==> src/rtl/io_bypass_history.sv <==
// io_bypass_history: last-DEPTH write-back history with per-byte, youngest-first forwarding and pending-load stall.
// Optional macro IO_BYPASS_INPUT_FORWARD_EN: the incoming entry also forwards in its own cycle.
module io_bypass_history #(
  parameter int DEPTH          = 2,
  parameter int NUM_READ       = 2,
  parameter int DATA_WIDTH     = 32,
  parameter int REG_ADDR_WIDTH = 5
) (
  input  logic                               i_clock,
  input  logic                               i_reset,
  input  logic                               i_flush,
  input  logic                               i_advance,
  input  logic                               i_in_valid,
  input  logic [REG_ADDR_WIDTH-1:0]          i_in_register,
  input  logic [DATA_WIDTH/8-1:0]            i_in_strobe,
  input  logic [DATA_WIDTH-1:0]              i_in_data,
  input  logic                               i_in_data_valid,
  input  logic                               i_resolve_valid,
  input  logic [DATA_WIDTH-1:0]              i_resolve_data,
  input  logic [NUM_READ*REG_ADDR_WIDTH-1:0] i_read_register,
  input  logic [NUM_READ*DATA_WIDTH-1:0]     i_read_regfile,
  output logic [NUM_READ*DATA_WIDTH-1:0]     o_read_data,
  output logic [NUM_READ-1:0]                o_read_stall,
  output logic [DEPTH-1:0]                   o_history_occupied
);
  localparam int SW = DATA_WIDTH / 8;
  localparam int RW = REG_ADDR_WIDTH;
`ifdef IO_BYPASS_INPUT_FORWARD_EN
  localparam int NC = DEPTH + 1;
`else
  localparam int NC = DEPTH;
`endif
  logic [DEPTH-1:0]                 r_valid, r_dv;
  logic [DEPTH-1:0][RW-1:0]         r_reg;
  logic [DEPTH-1:0][SW-1:0]         r_strb;
  logic [DEPTH-1:0][DATA_WIDTH-1:0] r_data;
  logic                             w_res, w_dv0;
  logic [DATA_WIDTH-1:0]            w_data0;
  logic [NC-1:0]                    w_cv, w_cdv;
  logic [NC-1:0][RW-1:0]            w_creg;
  logic [NC-1:0][SW-1:0]            w_cstrb;
  logic [NC-1:0][DATA_WIDTH-1:0]    w_cdata;
  logic [NUM_READ-1:0][SW-1:0]      w_pend;

  // slot 0 as seen after this cycle's resolve; shifted into slot 1 on advance
  assign w_res   = i_resolve_valid & r_valid[0] & ~r_dv[0];
  assign w_data0 = w_res ? i_resolve_data : r_data[0];
  assign w_dv0   = r_dv[0] | w_res;

  always_ff @(posedge i_clock)
    if (i_reset) begin
      r_valid <= '0;
      r_dv    <= '0;
    end else if (i_flush) r_valid <= '0;
    else if (i_advance) begin
      for (int i = 1; i < DEPTH; i++) begin
        r_valid[i] <= r_valid[i-1];
        r_reg[i]   <= r_reg[i-1];
        r_strb[i]  <= r_strb[i-1];
        r_data[i]  <= (i == 1) ? w_data0 : r_data[i-1];
        r_dv[i]    <= (i == 1) ? w_dv0 : r_dv[i-1];
      end
      r_valid[0] <= i_in_valid & (|i_in_register);
      r_reg[0]   <= i_in_register;
      r_strb[0]  <= i_in_strobe;
      r_data[0]  <= i_in_data;
      r_dv[0]    <= i_in_data_valid;
    end else begin
      r_data[0] <= w_data0;
      r_dv[0]   <= w_dv0;
    end

  // lookup candidates, index 0 youngest
`ifdef IO_BYPASS_INPUT_FORWARD_EN
  assign w_cv    = {r_valid, i_advance & i_in_valid & ~i_flush & ~i_reset & (|i_in_register)};
  assign w_cdv   = {r_dv, i_in_data_valid};
  assign w_creg  = {r_reg, i_in_register};
  assign w_cstrb = {r_strb, i_in_strobe};
  assign w_cdata = {r_data, i_in_data};
`else
  assign w_cv    = r_valid;
  assign w_cdv   = r_dv;
  assign w_creg  = r_reg;
  assign w_cstrb = r_strb;
  assign w_cdata = r_data;
`endif

  // scan oldest to youngest so the youngest provider wins each byte
  always_comb begin
    o_read_data  = i_read_regfile;
    o_read_stall = '0;
    w_pend       = '0;
    for (int r = 0; r < NUM_READ; r++) begin
      for (int b = 0; b < SW; b++)
        for (int k = NC - 1; k >= 0; k--)
          if (w_cv[k] && w_creg[k] == i_read_register[r*RW +: RW] && (|i_read_register[r*RW +: RW]) && w_cstrb[k][b]) begin
            o_read_data[r*DATA_WIDTH + b*8 +: 8] = w_cdata[k][b*8 +: 8];
            w_pend[r][b] = ~w_cdv[k];
          end
      o_read_stall[r] = |w_pend[r];
    end
  end

  assign o_history_occupied = r_valid;
endmodule

==> config.mk <==
export PLATFORM = sky130hd
export DESIGN_NAME = io_bypass_history
export DESIGN_NICKNAME = d
export VERILOG_FILES = /design/src/rtl/io_bypass_history.sv
export SDC_FILE = /design/constraint.sdc
export NUM_CORES = 1
export LEC_CHECK = 0
export ABC_AREA = 1
export CAP_MARGIN = 40
export CORE_UTILIZATION = 41
export CTS_CLUSTER_SIZE = 28
export DETAILED_ROUTE_END_ITERATION = 7
export GPL_ROUTABILITY_DRIVEN = 0
export GPL_TIMING_DRIVEN = 0
export MAX_ROUTING_LAYER = met4
export PLACE_DENSITY = 0.89
export SETUP_SLACK_MARGIN = 0.1
export SYNTH_ARGS = -nofsm -noshare
export SYNTH_HDL_FRONTEND = slang
export SYNTH_SLANG_ARGS = --single-unit
==> constraint.sdc <==
create_clock -name i_clock -period 5.2 [get_ports i_clock]
set_clock_uncertainty 0.05 [all_clocks]
set_input_delay 1.04 -clock i_clock [delete_from_list [all_inputs] [get_ports i_clock]]
set_output_delay 1.04 -clock i_clock [all_outputs]
set_load 0.02 [all_outputs]
== Word-level counts from Yosys, hierarchy flattened ==
Index checks and enable logic that the tools add are counted.
Cells by class
  eq/ne operators: 4
  muxes and demuxes: 35
  bitwise logic cells: 8
  reductions and logical operators: 33
Operators by type and width (count)
  8-bit two-way mux: 16
  32-bit two-way mux: 2
  1-bit logical AND: 24
  5-bit equality test: 4
  1-bit two-way mux: 17
  5-bit OR reduction: 3
  4-bit OR reduction: 2
  1-bit inverter: 4
  2-bit AND reduction: 2
  1-bit AND: 3
  3-bit AND reduction: 1
  2-bit OR reduction: 1
  1-bit OR: 1
Storage, ports and cells
  register bits after elaboration: 86
  bits of input ports: 154
  word-level logic and storage cells: 89

== Longest topological paths before layout ==
  word-level depth: 7
  depth in mapped cells: 12

== Worst setup path before layout ==
No wires, ideal clock.
  path kind: in2reg
  from: input port i_flush
  to: register r_data[32] (netlist name) (enable)
  library setup time: 0.459 ns
  data arrival time: 4.833 ns
  required time: 4.691 ns
  setup slack: -0.143 ns
  stages: 3
  path buffers: 0
  path through: nor2_1 -> inv_1 -> nor2_1
Between the ends
  word-level cells in the longest chain between the ends: 2
Ends and longest elaborated chain
  from (decl): RTL line 11  | input logic i_flush,
  1-bit inverter (no source line)
  3-bit AND reduction (no source line)
  to (signal, indexed assignment): RTL line 60  | r_data[i] <= (i == 1) ? w_data0 : r_data[i-1];
  to (decl): RTL line 36  | logic [DEPTH-1:0][DATA_WIDTH-1:0] r_data;
Every way passes these cells.
A chain may end at the register's enable or synchronous reset.

== Worst setup path in the final report ==
  from: input port i_read_register[8]
  to: output port o_read_data[44]
Between the ends
  word-level cells in the longest chain between the ends: 6
Ends and longest elaborated chain
  from (decl): RTL line 20  | input logic [NUM_READ*REG_ADDR_WIDTH-1:0] i_read_register,
  5-bit equality test: RTL line 96  | if (w_cv[k] && w_creg[k] == i_read_register[r*RW +: RW] && (|i_read_register[r*RW +: RW]) && w_cstrb[k][b]) be ...
  1-bit logical AND (3 in series): RTL line 96
  8-bit two-way mux: RTL line 96
  8-bit two-way mux (*): RTL line 96
  to (decl): RTL line 22  | output logic [NUM_READ*DATA_WIDTH-1:0] o_read_data,
Every way passes the cells marked *; elsewhere a longest branch is shown, timed or not.

==> summary.txt <==
Synth
  – Unique masters post-synth: 30
  – Share of the yosys chip area belonging to registers: 0.397
  – EDFF count, synth: 82
  – Synthesized netlist net count: 993
  – Synth Area per Inst: 7.63 µm²
  – Top cells by area in the synthesized netlist: sky130_fd_sc_hd__edfxtp_1 (38%), sky130_fd_sc_hd__nand2_1 (17%), sky130_fd_sc_hd__inv_1 (8.7%)
  – Synth top area share: 0.385
  – Most common cell in the synthesized netlist: sky130_fd_sc_hd__nand2_1
  – Library cell with the largest summed area after synthesis: sky130_fd_sc_hd__edfxtp_1
  – Commonest cells in the synthesized netlist: sky130_fd_sc_hd__nand2_1 (288), sky130_fd_sc_hd__inv_1 (148), sky130_fd_sc_hd__edfxtp_1 (82)
  – Seq cells post-synth: 86
  – Share of flip-flops with an asynchronous set or reset after synthesis: 0
  – YS warnings: 0
  – Most used flip-flop cell after synthesis: sky130_fd_sc_hd__edfxtp_1
  – Post-Synthesis Cells: 839
  – Combined area of all synthesized cells: 6400 µm²

CTS
  – Clock-pin slew of the registers on the worst-case setup and hold paths: 60 ps
  – Count of clock tree sinks: 86
  – Maximum count of clock buffers along a single path: 2
  – Num CTS Buffers: 9
  – Clock tree root driver cell: sky130_fd_sc_hd__clkbuf_16
  – Number of gates resized after cts: 0
  – Worst-skew pair later-pin latency: 340 ps
  – CTS Hold Bufs: 0
  – Number of post-CTS setup repair buffers: 0
  – CTS H-tree lvls: 3
  – TritonCTS clock tree: done

Route
  – Antenna Nets Post-Route: 0
  – Detailed-router iteration count before antenna repair: 5
  – Routed wire length: 18.9 mm
  – Mean number of vias per cell: 4.93
  – Routed length per placed instance: 15.0 µm
  – Number of design rule violations left after detail routing: 0
  – Iter 0 DRT Violations: 409
  – WL met3: 825 µm
  – Via total after detailed routing: 6237
  – DRT met1 WL: 7.84 mm
  – Sum of met2 wire segment lengths after detailed routing: 9.57 mm
  – Topmost layer with routed signal wires: met4

STA
  – Final Slew Violations: 0
  – Hold slack: 460 ps
  – Final-report setup violation count: 0
  – Final critical path time including I/O delays and setup: 4470 ps
  – Post-route fraction of the period consumed by the critical path: 0.859
  – Slew margin rel.: 0.469
  – Maximum frequency from static timing analysis: 0.224 GHz
  – Slew at the pin closest to its max-slew limit: 795 ps
  – Setup repair after global routing missed its margin: false
  – Setup TNS: 0 ps
  – Fin. Hold Viols: 0

Place
  – Detailed Place HPWL: 14.9 mm
  – IO Port Bufs: 221

Floorplan
  – Number of top-level design ports: 222
  – Core Footprint: 15200 µm²
  – Horiz. Die Dim: 127 µm
  – Standard-cell rows: 45
  – Initial Utilization: 0.421
  – DIE AREA: 16100 µm²
  – Vertical die dimension: 127 µm

Flow run
  – Max-Cap Viols: 0

Power
  – Static Leakage: 4.31 nW
  – Maximum ir drop on the vdd rail: 122 µV
  – Power Density: 201 nW/µm²
  – Post-layout total power: 1.85 mW

Setup path
  – Worst EP arrival: 3380 ps
  – Crit end category: output pin
  – Required @ worst endpoint: 4110 ps
  – Start-to-end type of the worst setup path: input port to output pin
  – Highest fanout seen on the critical path: 10
  – Sort of element at the start of the critical path: input port

Final layout
  – Layout cell share with drive strength beyond 1: 0.142
  – Filler cell count: 1332
  – Post-layout net count: 1227
  – Layout overhead on the synthesized area: 43.5%
  – Flip-flop count of the largest register after layout: 64
  – Number of antenna cells inserted: 0

Global routing
  – Pin count of the biggest net entering global routing: 28
  – Remaining Overflow, GRT: 0
  – Global Route Usage Sum: 0.246
  – First-pass GRT wire length: 30.1 mm
  – Initial antenna violation count: 0
  – Via count of the first global-routing pass: 6150

Hold path
  – Worst min path class: flip-flop to flip-flop

Run status
  – Run status: finished clean
[cell type report]
| cell class | instances | area, µm² | share of cell area |
|---|---|---|---|
| Tap cell | 188 | 235 | 0.0256 |
| Inverter | 170 | 658 | 0.0716 |
| Clock inverter | 5 | 50.0 | 0.00545 |
| Sequential cell | 86 | 2540 | 0.277 |
| Clock buffer | 11 | 233 | 0.0253 |
| Multi-Input combinational cell | 562 | 3080 | 0.335 |
| Buffer | 21 | 143 | 0.0155 |
| Timing Repair Buffer | 223 | 2250 | 0.245 |
[layout by cell type, fill, tap and decap left out, types with 9 or more instances in the layout]
cell	Yosys	layout
sky130_fd_sc_hd__nand3_1	64	64
sky130_fd_sc_hd__clkbuf_1	10	12
sky130_fd_sc_hd__a21oi_1	38	38
sky130_fd_sc_hd__nand3_2	16	16
sky130_fd_sc_hd__clkdlybuf4s50_1	0	221
sky130_fd_sc_hd__nor2_1	43	41
sky130_fd_sc_hd__inv_2	12	12
sky130_fd_sc_hd__edfxtp_1	82	82
sky130_fd_sc_hd__o21ai_2	56	56
sky130_fd_sc_hd__clkbuf_16	0	9
sky130_fd_sc_hd__inv_1	148	148
sky130_fd_sc_hd__nor2_8	12	12
sky130_fd_sc_hd__nand2_1	288	288
[metal layers]
layer  GRT usage  vias to the layer above
met5           -                        -
met4       0.104                        0
met3      0.0255                       47
met2       0.435                      220
met1       0.285                     2838
li1            -                     3132
[final timing paths]
path / to / from / cells after the start / slack [ps]
hold / removal: r_reg[5]$_DFFE_PP_ / r_reg[0]$_DFFE_PP_ / 0 / 460
setup reg to reg: r_data[16]$_DFFE_PP_ / r_dv[0]$_SDFFE_PP0N_ / 6 / 3480
hold reg to reg: r_reg[5]$_DFFE_PP_ / r_reg[0]$_DFFE_PP_ / 0 / 460
setup / recovery: o_read_data[44] / i_read_register[8] / 12 / 730
[cell families (layout without fill, tap and decap cells)]
family,Yosys count,count (layout),synth area share
AO/OA/AOI/OAI,109,109,0.120
XOR/XNOR,2,2,0.00274
buffers and inverters,191,430,0.125
flip-flops,86,86,0.397
AND/OR/NAND/NOR,451,451,0.355
[through the flow]
step / std cells / setup slack [ps] / cell area (µm²) / utilization
floorplan: 839 / 671 / 6410 / -
global placement: 1248 / -1580 / 8850 / 0.582
detailed placement: 1250 / 735 / 8910 / 0.586
CTS: 1266 / 721 / 9190 / 0.604
global route: 1266 / 544 / 9190 / 0.604
finish: 1266 / 731 / 9190 / 0.604
[power breakdown]
group / internal [mW] / total, mW / switching, mW
logic: 0.208 / 0.414 / 0.205
registers: 0.793 / 0.805 / 0.0125
clock network: 0.369 / 0.629 / 0.261
[worst max-delay path: stages]
cell and delay (ps):
sky130_fd_sc_hd__clkdlybuf4s50_1 510, sky130_fd_sc_hd__inv_1 100, sky130_fd_sc_hd__a21oi_1 130, sky130_fd_sc_hd__nand2_1 110, sky130_fd_sc_hd__nor2_4 150, sky130_fd_sc_hd__nand2_8 130, sky130_fd_sc_hd__nor2_8 210, sky130_fd_sc_hd__inv_4 100
sky130_fd_sc_hd__nand2_1 70, sky130_fd_sc_hd__nand3_1 80, sky130_fd_sc_hd__o21ai_2 80, sky130_fd_sc_hd__clkdlybuf4s50_1 660
No activity file was read; power rests on OpenSTA's default activity.
